$ cat config.mk
export PLATFORM = sky130hd
export DESIGN_NAME = stopwatch_ctrl
export DESIGN_NICKNAME = d
export VERILOG_FILES = /design/src/rtl/stopwatch_ctrl.sv
export SDC_FILE = /design/constraint.sdc
export NUM_CORES = 1
export LEC_CHECK = 0
export CORE_ASPECT_RATIO = 0.8
export CORE_MARGIN = 3
export CORE_UTILIZATION = 31
export CTS_CLUSTER_DIAMETER = 100
export DETAILED_ROUTE_END_ITERATION = 7
export DONT_BUFFER_PORTS = 1
export SLEW_MARGIN = 20
export SYNTH_ARGS = -nofsm -noshare
export SYNTH_HDL_FRONTEND = slang
export SYNTH_SLANG_ARGS = --single-unit
$ cat constraint.sdc
create_clock -name clk_i -period 3.9 [get_ports clk_i]
set_clock_uncertainty 0.2 [all_clocks]
set_input_delay 0.975 -clock clk_i [delete_from_list [all_inputs] [get_ports clk_i]]
set_output_delay 0.975 -clock clk_i [all_outputs]
set_load 0.02 [all_outputs]
$ cat src/rtl/stopwatch_ctrl.sv
// Stopwatch sequencer: turns START/STOP/ZERO/LAP pulses into clear/enable strobes
// for a four-digit BCD counter, prescales count ticks, saturates at 9999 and lap-freezes the display.
module stopwatch_ctrl #(
    parameter int TICK_DIV = 50000,
    parameter int TICK_W   = 16
) (
    input  logic       clk_i,
    input  logic       clear_i,
    input  logic       start_i,
    input  logic       stop_i,
    input  logic       zero_i,
    input  logic       lap_i,
    input  logic [3:0] bcd3_i,
    input  logic [3:0] bcd2_i,
    input  logic [3:0] bcd1_i,
    input  logic [3:0] bcd0_i,
    output logic       cnt_clear_o,
    output logic       cnt_enable_o,
    output logic [3:0] disp3_o,
    output logic [3:0] disp2_o,
    output logic [3:0] disp1_o,
    output logic [3:0] disp0_o,
    output logic       running_o,
    output logic       ovf_o
);

    typedef enum logic [2:0] {
        S_INIT,
        S_IDLE,
        S_RUN,
        S_PAUSED,
        S_OVF
    } state_t;

    localparam logic [TICK_W-1:0] TICK_LAST = TICK_W'(TICK_DIV - 1);

    state_t              state_q, state_d;
    logic [TICK_W-1:0]   presc_q, presc_d;
    logic                freeze_q, freeze_d;
    logic                clear_q, clear_d;
    logic                enable_q, enable_d;
    logic [15:0]         disp_q, disp_d;
    logic                running_q, ovf_q;

    logic [15:0]         bcd_all;
    logic [3:0]          digit_is9;
    logic                at_max;

    assign bcd_all = {bcd3_i, bcd2_i, bcd1_i, bcd0_i};

    genvar gi;
    generate
        for (gi = 0; gi < 4; gi++) begin : g_digit9
            assign digit_is9[gi] = (bcd_all[gi*4 +: 4] == 4'd9);
        end
    endgenerate

    assign at_max = &digit_is9;

    // Only the highest-priority asserted command (ZERO > STOP > START > LAP) acts.
    always_comb begin
        state_d  = state_q;
        presc_d  = presc_q;
        freeze_d = freeze_q;
        clear_d  = 1'b0;
        enable_d = 1'b0;
        case (state_q)
            S_INIT: begin
                state_d = S_IDLE;
            end
            S_RUN: begin
                if (zero_i) begin
                    state_d  = S_IDLE;
                    presc_d  = '0;
                    freeze_d = 1'b0;
                    clear_d  = 1'b1;
                end else if (stop_i) begin
                    // Prescaler holds so the fractional tick survives the pause.
                    state_d = S_PAUSED;
                end else begin
                    if (!start_i && lap_i) begin
                        freeze_d = ~freeze_q;
                    end
                    if (presc_q == TICK_LAST) begin
                        presc_d = '0;
                        if (at_max) begin
                            state_d = S_OVF;
                        end else begin
                            enable_d = 1'b1;
                        end
                    end else begin
                        presc_d = presc_q + TICK_W'(1);
                    end
                end
            end
            S_IDLE, S_PAUSED: begin
                if (zero_i) begin
                    state_d  = S_IDLE;
                    presc_d  = '0;
                    freeze_d = 1'b0;
                    clear_d  = 1'b1;
                end else if (stop_i) begin
                    state_d = state_q;
                end else if (start_i) begin
                    state_d = S_RUN;
                end else if (lap_i) begin
                    freeze_d = 1'b0;
                end
            end
            S_OVF: begin
                if (zero_i) begin
                    state_d  = S_IDLE;
                    presc_d  = '0;
                    freeze_d = 1'b0;
                    clear_d  = 1'b1;
                end else if (!stop_i && !start_i && lap_i) begin
                    freeze_d = 1'b0;
                end
            end
            default: begin
                state_d = S_INIT;
            end
        endcase
    end

    // Display follows the counter except while the freeze flag stays set across the edge.
    assign disp_d = (freeze_q && freeze_d) ? disp_q : bcd_all;

    always_ff @(posedge clk_i or posedge clear_i) begin
        if (clear_i) begin
            state_q   <= S_INIT;
            presc_q   <= '0;
            freeze_q  <= 1'b0;
            clear_q   <= 1'b1;
            enable_q  <= 1'b0;
            disp_q    <= '0;
            running_q <= 1'b0;
            ovf_q     <= 1'b0;
        end else begin
            state_q   <= state_d;
            presc_q   <= presc_d;
            freeze_q  <= freeze_d;
            clear_q   <= clear_d;
            enable_q  <= enable_d;
            disp_q    <= disp_d;
            running_q <= (state_d == S_RUN);
            ovf_q     <= (state_d == S_OVF);
        end
    end

    assign cnt_clear_o  = clear_q;
    assign cnt_enable_o = enable_q;
    assign disp3_o      = disp_q[15:12];
    assign disp2_o      = disp_q[11:8];
    assign disp1_o      = disp_q[7:4];
    assign disp0_o      = disp_q[3:0];
    assign running_o    = running_q;
    assign ovf_o        = ovf_q;

endmodule

; Yosys cells after proc, flatten, opt, wreduce, memory -nomap -nowiden
; Cells that the tools add are included.
[totals]
ff_bits = 40
input_bits = 22
out_inout_bits = 20
[op_classes]
add_sub_neg = 1
n_eq_ne = 13
mux = 31
bitwise_logic = 1
n_reduce_logical = 13
[ops]
columns = operator, n
row1 = $mux W16, 4
row2 = $pmux W16 S2, 1
row3 = $mux W3, 8
row4 = $add A16 B1 Y16 const B, 1
row5 = $eq A16 B16 Y1 const B, 1
row6 = $eq A4 B4 Y1 const B, 4
row7 = $mux W1, 16
row8 = $pmux W3 S4, 1
row9 = $eq A3 B2 Y1 const B, 3
row10 = $eq A3 B3 Y1 const B, 2
row11 = $logic_and A1 B1 Y1, 4
row12 = $reduce_and A4 Y1, 1
row13 = $reduce_or A4 Y1, 1
row14 = $eq A3 B1 Y1 const B, 1
row15 = $logic_not A3 Y1, 1
row16 = $ne A3 B3 Y1 const B, 1
row17 = $pmux W1 S3, 1
row18 = $reduce_and A3 Y1, 1
row19 = $reduce_or A3 Y1, 1
row20 = $logic_not A1 Y1, 2
row21 = $ne A2 B1 Y1 const B, 1
row22 = $reduce_bool A2 Y1, 1
row23 = $reduce_or A2 Y1, 1
row24 = $not A1 Y1, 1

; Logic depth before layout (Yosys ltp)
[logic_depth]
depth_word = 8
ltp_mapped = 7
ltp_nobuf = 6

; Worst setup path before layout
; No wires, ideal clock.
[synth_timing]
path_type = input to register
start = input port zero_i
end = register disp_q[0]
setup_ns = 0.125
arrival_ns = 2.287
t_required_ns = 3.575
path_slack_ns = 1.288
cell_stages = 5
path_buffers = 2
path_cell_list = clkbuf_1 > a21oi_1 > o21ai_1 > buf_2 > mux2_2
[synth_between]
elab_chain_cells = 3
word_cells_on_any_way = 5
cone_classes = mux (4) / reduce/logical (1)
[synth_lines]
columns = element, line_no
row1 = "start, declared", 11  ; input logic zero_i,
row2 = "$mux W1, on equally long branches", "111, 72, 97"
row3 = $pmux W1 S3 (*), 67  ; case (state_q)
row4 = $logic_and A1 B1 Y1 (*), 127  ; assign disp_d = (freeze_q && freeze_d) ? disp_q : bcd_all;
row5 = "end signal, assigned", 145  ; disp_q <= disp_d;
row6 = "end, declared", 42  ; logic [15:0] disp_q, disp_d;
; Every way passes the cells marked *; elsewhere a longest branch is shown, timed or not.
; A chain may end at the register's enable or synchronous reset.

; Final worst setup path
[layout_timing]
start = register state_q[0]
end = register presc_q[13]
[layout_between]
elab_chain_cells = 4
word_cells_on_any_way = 10
cone_classes = eq/ne (6) / mux (1) / reduce/logical (3)
[layout_lines]
columns = element, line_no
row1 = "start, declared", 37  ; state_t state_q, state_d;
row2 = "start signal, assigned", 140  ; state_q <= state_d;
row3 = $eq A3 B3 Y1 (tied with other cells), 67
row4 = $reduce_or A3 Y1 (no source line), --
row5 = $ne A2 B1 Y1 (no source line) / $reduce_bool A2 Y1 (equally long branches), --
row6 = $reduce_and A3 Y1 (no source line), --
row7 = "end signal, assigned", 141  ; presc_q <= presc_d;
row8 = "end, declared", 38  ; logic [TICK_W-1:0] presc_q, presc_d;
; Several ways; a longest one is shown, not always the timed one.

==> impl_metrics.toml <==
[run_status]
outcome = "finished clean"

[synth]
synth.yosys.warnings = 0
netlist_area_mm2 = 0.00195
synth.largest_area_cell = "dfrtp_1"
ys_ff_latch = 40
synthTopCellsByArea = "dfrtp_1 50%, mux2_2 9.2%, xnor2_1 4.5%"
synthesis.nets = 200
post-synth-top-area-fraction = 0.501
distinct_cell_type_count_of_the_synthesized_netlist = 43
ys_dominant_reg_cell = "dfrtp_1"
mean_instance_size_in_the_synthesized_netlist_um2 = 11.0
post_synth_edffs = 0
synth_seq_area_share = 0.514
synthArstFlopShare = 1.00
synth_cells = 177

[global_route]
track_usage = 0.116
wire_length_of_the_first_global_routing_pass_mm = 6.87
grt_pass1_vias = 1384
largest_net_degree_at_the_start_of_global_routing = 22
antenna_found_initial = 0
globalRouteOverflowTotal = 0

[clock_tree]
tritoncts_buffer_count = 5
worst_setup_hold_path_clk_slew_ns = 0.08
cts_hold_buf = 0
cts_max_level = 2
cts_tree = "yes"
clk_path_buf_depth = 2
numClockSinks = 40
number_of_gates_resized_after_cts = 0
insertion_delay_ns = 0.29
clock-root-buffer = "clkbuf_8"
post_cts_setup_repair_buffer_count = 0

[power]
fin_total_pwr_w = 0.000841
peakVddDrop_uv = 206
leakagePower_nw = 0.886
power_density_mw_per_mm2 = 388

[floorplanning]
pin_count = 42
floorplan.die.height_um = 76.9
chipWidth_um = 94.6
starting_density_of_the_core = 0.324
floorplan.die_area_mm2 = 0.00728
core_region_area_mm2 = 0.00601
floorplan.rows = 25

[placed_design]
dp_hpwl_mm = 2.91
gp_congestion = 0.833
portBuffers = 0

[setup_path]
cells_traversed_along_the_worst_timing_path = "or3_1, nand3_1, inv_2, nor2_2, a21oi_1, buf_4, a21oi_1"
worst-endpoint-required_ns = 3.91
crit_path_top_delay_cell = "dfrtp_1"
cpMostUsedCell = "a21oi_1"
critPathMaxFanout = 11
worstSetupPathType = "reg2reg"
worst_setup_path_start_kind = "flip-flop"
critical-path-max-stage-delay_ns = 0.47
worst_setup_path_end_kind = "flip-flop"
timing.critical_path.arrival_ns = 2.42

[cells_and_area]
layout.nets = 205
n_antenna_cell = 0
share_of_cells_above_drive_strength_1 = 0.191
area.growth.synth_to_final_pct = 11.2

[hold_path]
hold_path_class = "reg2reg"

[route]
number_of_drc_markers_after_the_initial_detailed_route_iteration = 181
drt_first_pass_iters = 4
vias_per_cell = 5.25
ant_nets = 0
totalWireLength_mm = 3.90
vias = 1387
drt_drc_violations_left = 0
post_drt_wl_per_cell_um = 14.8

[sta]
fin_crit_sh = 0.619
setup-violations-final = 0
worst_pin_slew_ns = 0.755
setup-tns-final_ns = 0
max_slew_margin = 0.496
hold_violations = 0
post-route-min-period_ns = 2.41
max_clock_freq_mhz = 414
rsz0062_at_grt = "false"
timing.final.max_slew_violations = 0

[run]
drv.max_cap_violation_count = 0
==> final cells by class <==
type | count | area (um2)
tap | 81 | 101
fill | 601 | 3840
inverter | 5 | 18.8
timing repair buffer | 4 | 30.0
clock buffer | 6 | 82.6
multi-input combinational | 126 | 893
sequential | 40 | 1000
clock inverter | 2 | 38.8
==> metrics by stage <==
stage	utilization	cells	hold slack (ns)	cell area (um2)	worst slack, ns
4_1_cts	0.361	264	0.371	2170	1.53
2_1_floorplan	-	177	0.303	1950	1.29
3_3_place_gp	0.341	256	0.353	2050	1.38
5_1_grt	0.361	264	0.396	2170	1.28
6_report	0.361	264	0.364	2170	1.49
3_5_place_dp	0.341	256	0.359	2050	1.36
==> worst max-delay path: cells and delay by family (launching register included) <==
kind            cells  cell delay (ns)
buf+inv             2             0.34
compound gates      2             0.27
simple gates        3             1.06
flops               1             0.47
==> metal layers <==
| metal | global-route usage | part of all wire |
|---|---|---|
| met4 | 0.0259 | 0.0026 |
| met2 | 0.148 | 0.41 |
| met1 | 0.178 | 0.49 |
| met5 | 0 | 0 |
| met3 | 0.0490 | 0.10 |
==> power breakdown <==
part           internal (W)  switching (W)   total, W
registers          0.000426      0.0000229   0.000449
clock network      0.000209       0.000142   0.000351
logic             0.0000164      0.0000240  0.0000404
==> state kept, by name (all words and copies together) (netlist names) <==
| name | count |
|---|---|
| state_q | 3 |
| disp_q | 16 |
| running_o | 1 |
| cnt_enable_o | 1 |
| presc_q | 16 |
| cnt_clear_o | 1 |
| freeze_q | 1 |
| ovf_o | 1 |
==> cell families (layout without fill, tap and decap cells) <==
group | Yosys count | in the layout | share of synthesized area
XOR/XNOR | 12 | 12 | 0.0539
AO/OA/AOI/OAI | 30 | 30 | 0.0944
adder cells (fa/ha/maj) | 1 | 1 | 0.00642
flip-flops | 40 | 40 | 0.514
buffers and inverters | 11 | 17 | 0.0270
AND/OR/NAND/NOR | 66 | 66 | 0.206
multiplexers | 17 | 17 | 0.0976
==> worst paths after layout <==
| path | slack (ns) | depth (start not counted) | endpoint | from |
|---|---|---|---|---|
| worst max-delay path | 1.49 | 7 | presc_q[13] | state_q[0] |
| worst min-delay path | 0.36 | 2 | presc_q[15] | presc_q[15] |
| worst max register to register | 1.49 | 7 | presc_q[13] | state_q[0] |
| worst min register to register | 0.36 | 2 | presc_q[15] | presc_q[15] |
| max in group asynchronous | 2.28 | 2 | cnt_clear_o | clear_i |
| min in group asynchronous | 0.50 | 1 | presc_q[12] | clear_i |
==> cells in the mapped netlist (2+ instances only) <==
library cell,number
a211oi_1,3
a21oi_1,12
and2_1,2
and4_1,3
buf_2,3
clkbuf_1,2
dfrtp_1,39
inv_1,4
mux2_2,16
nand2_1,8
nand3_1,6
nand4_1,6
nor2_1,18
nor2b_1,2
nor3_1,3
nor4b_1,2
nor4bb_1,6
o21ai_0,6
o21ai_1,2
xnor2_1,10
xor2_1,2
==> cells in the final DEF, fill, tap and decap left out, drive strengths merged, types with 4 or more instances in the layout <==
master and count:
a21oi 12, buf 4, clkbuf 6, dfrtp 39, inv 5, mux2 16
nand2 8, nand3 6, nand4 6, nor2 20, nor4bb 6, o21ai 8
xnor2 10
Power figures use the tool's default switching activity.
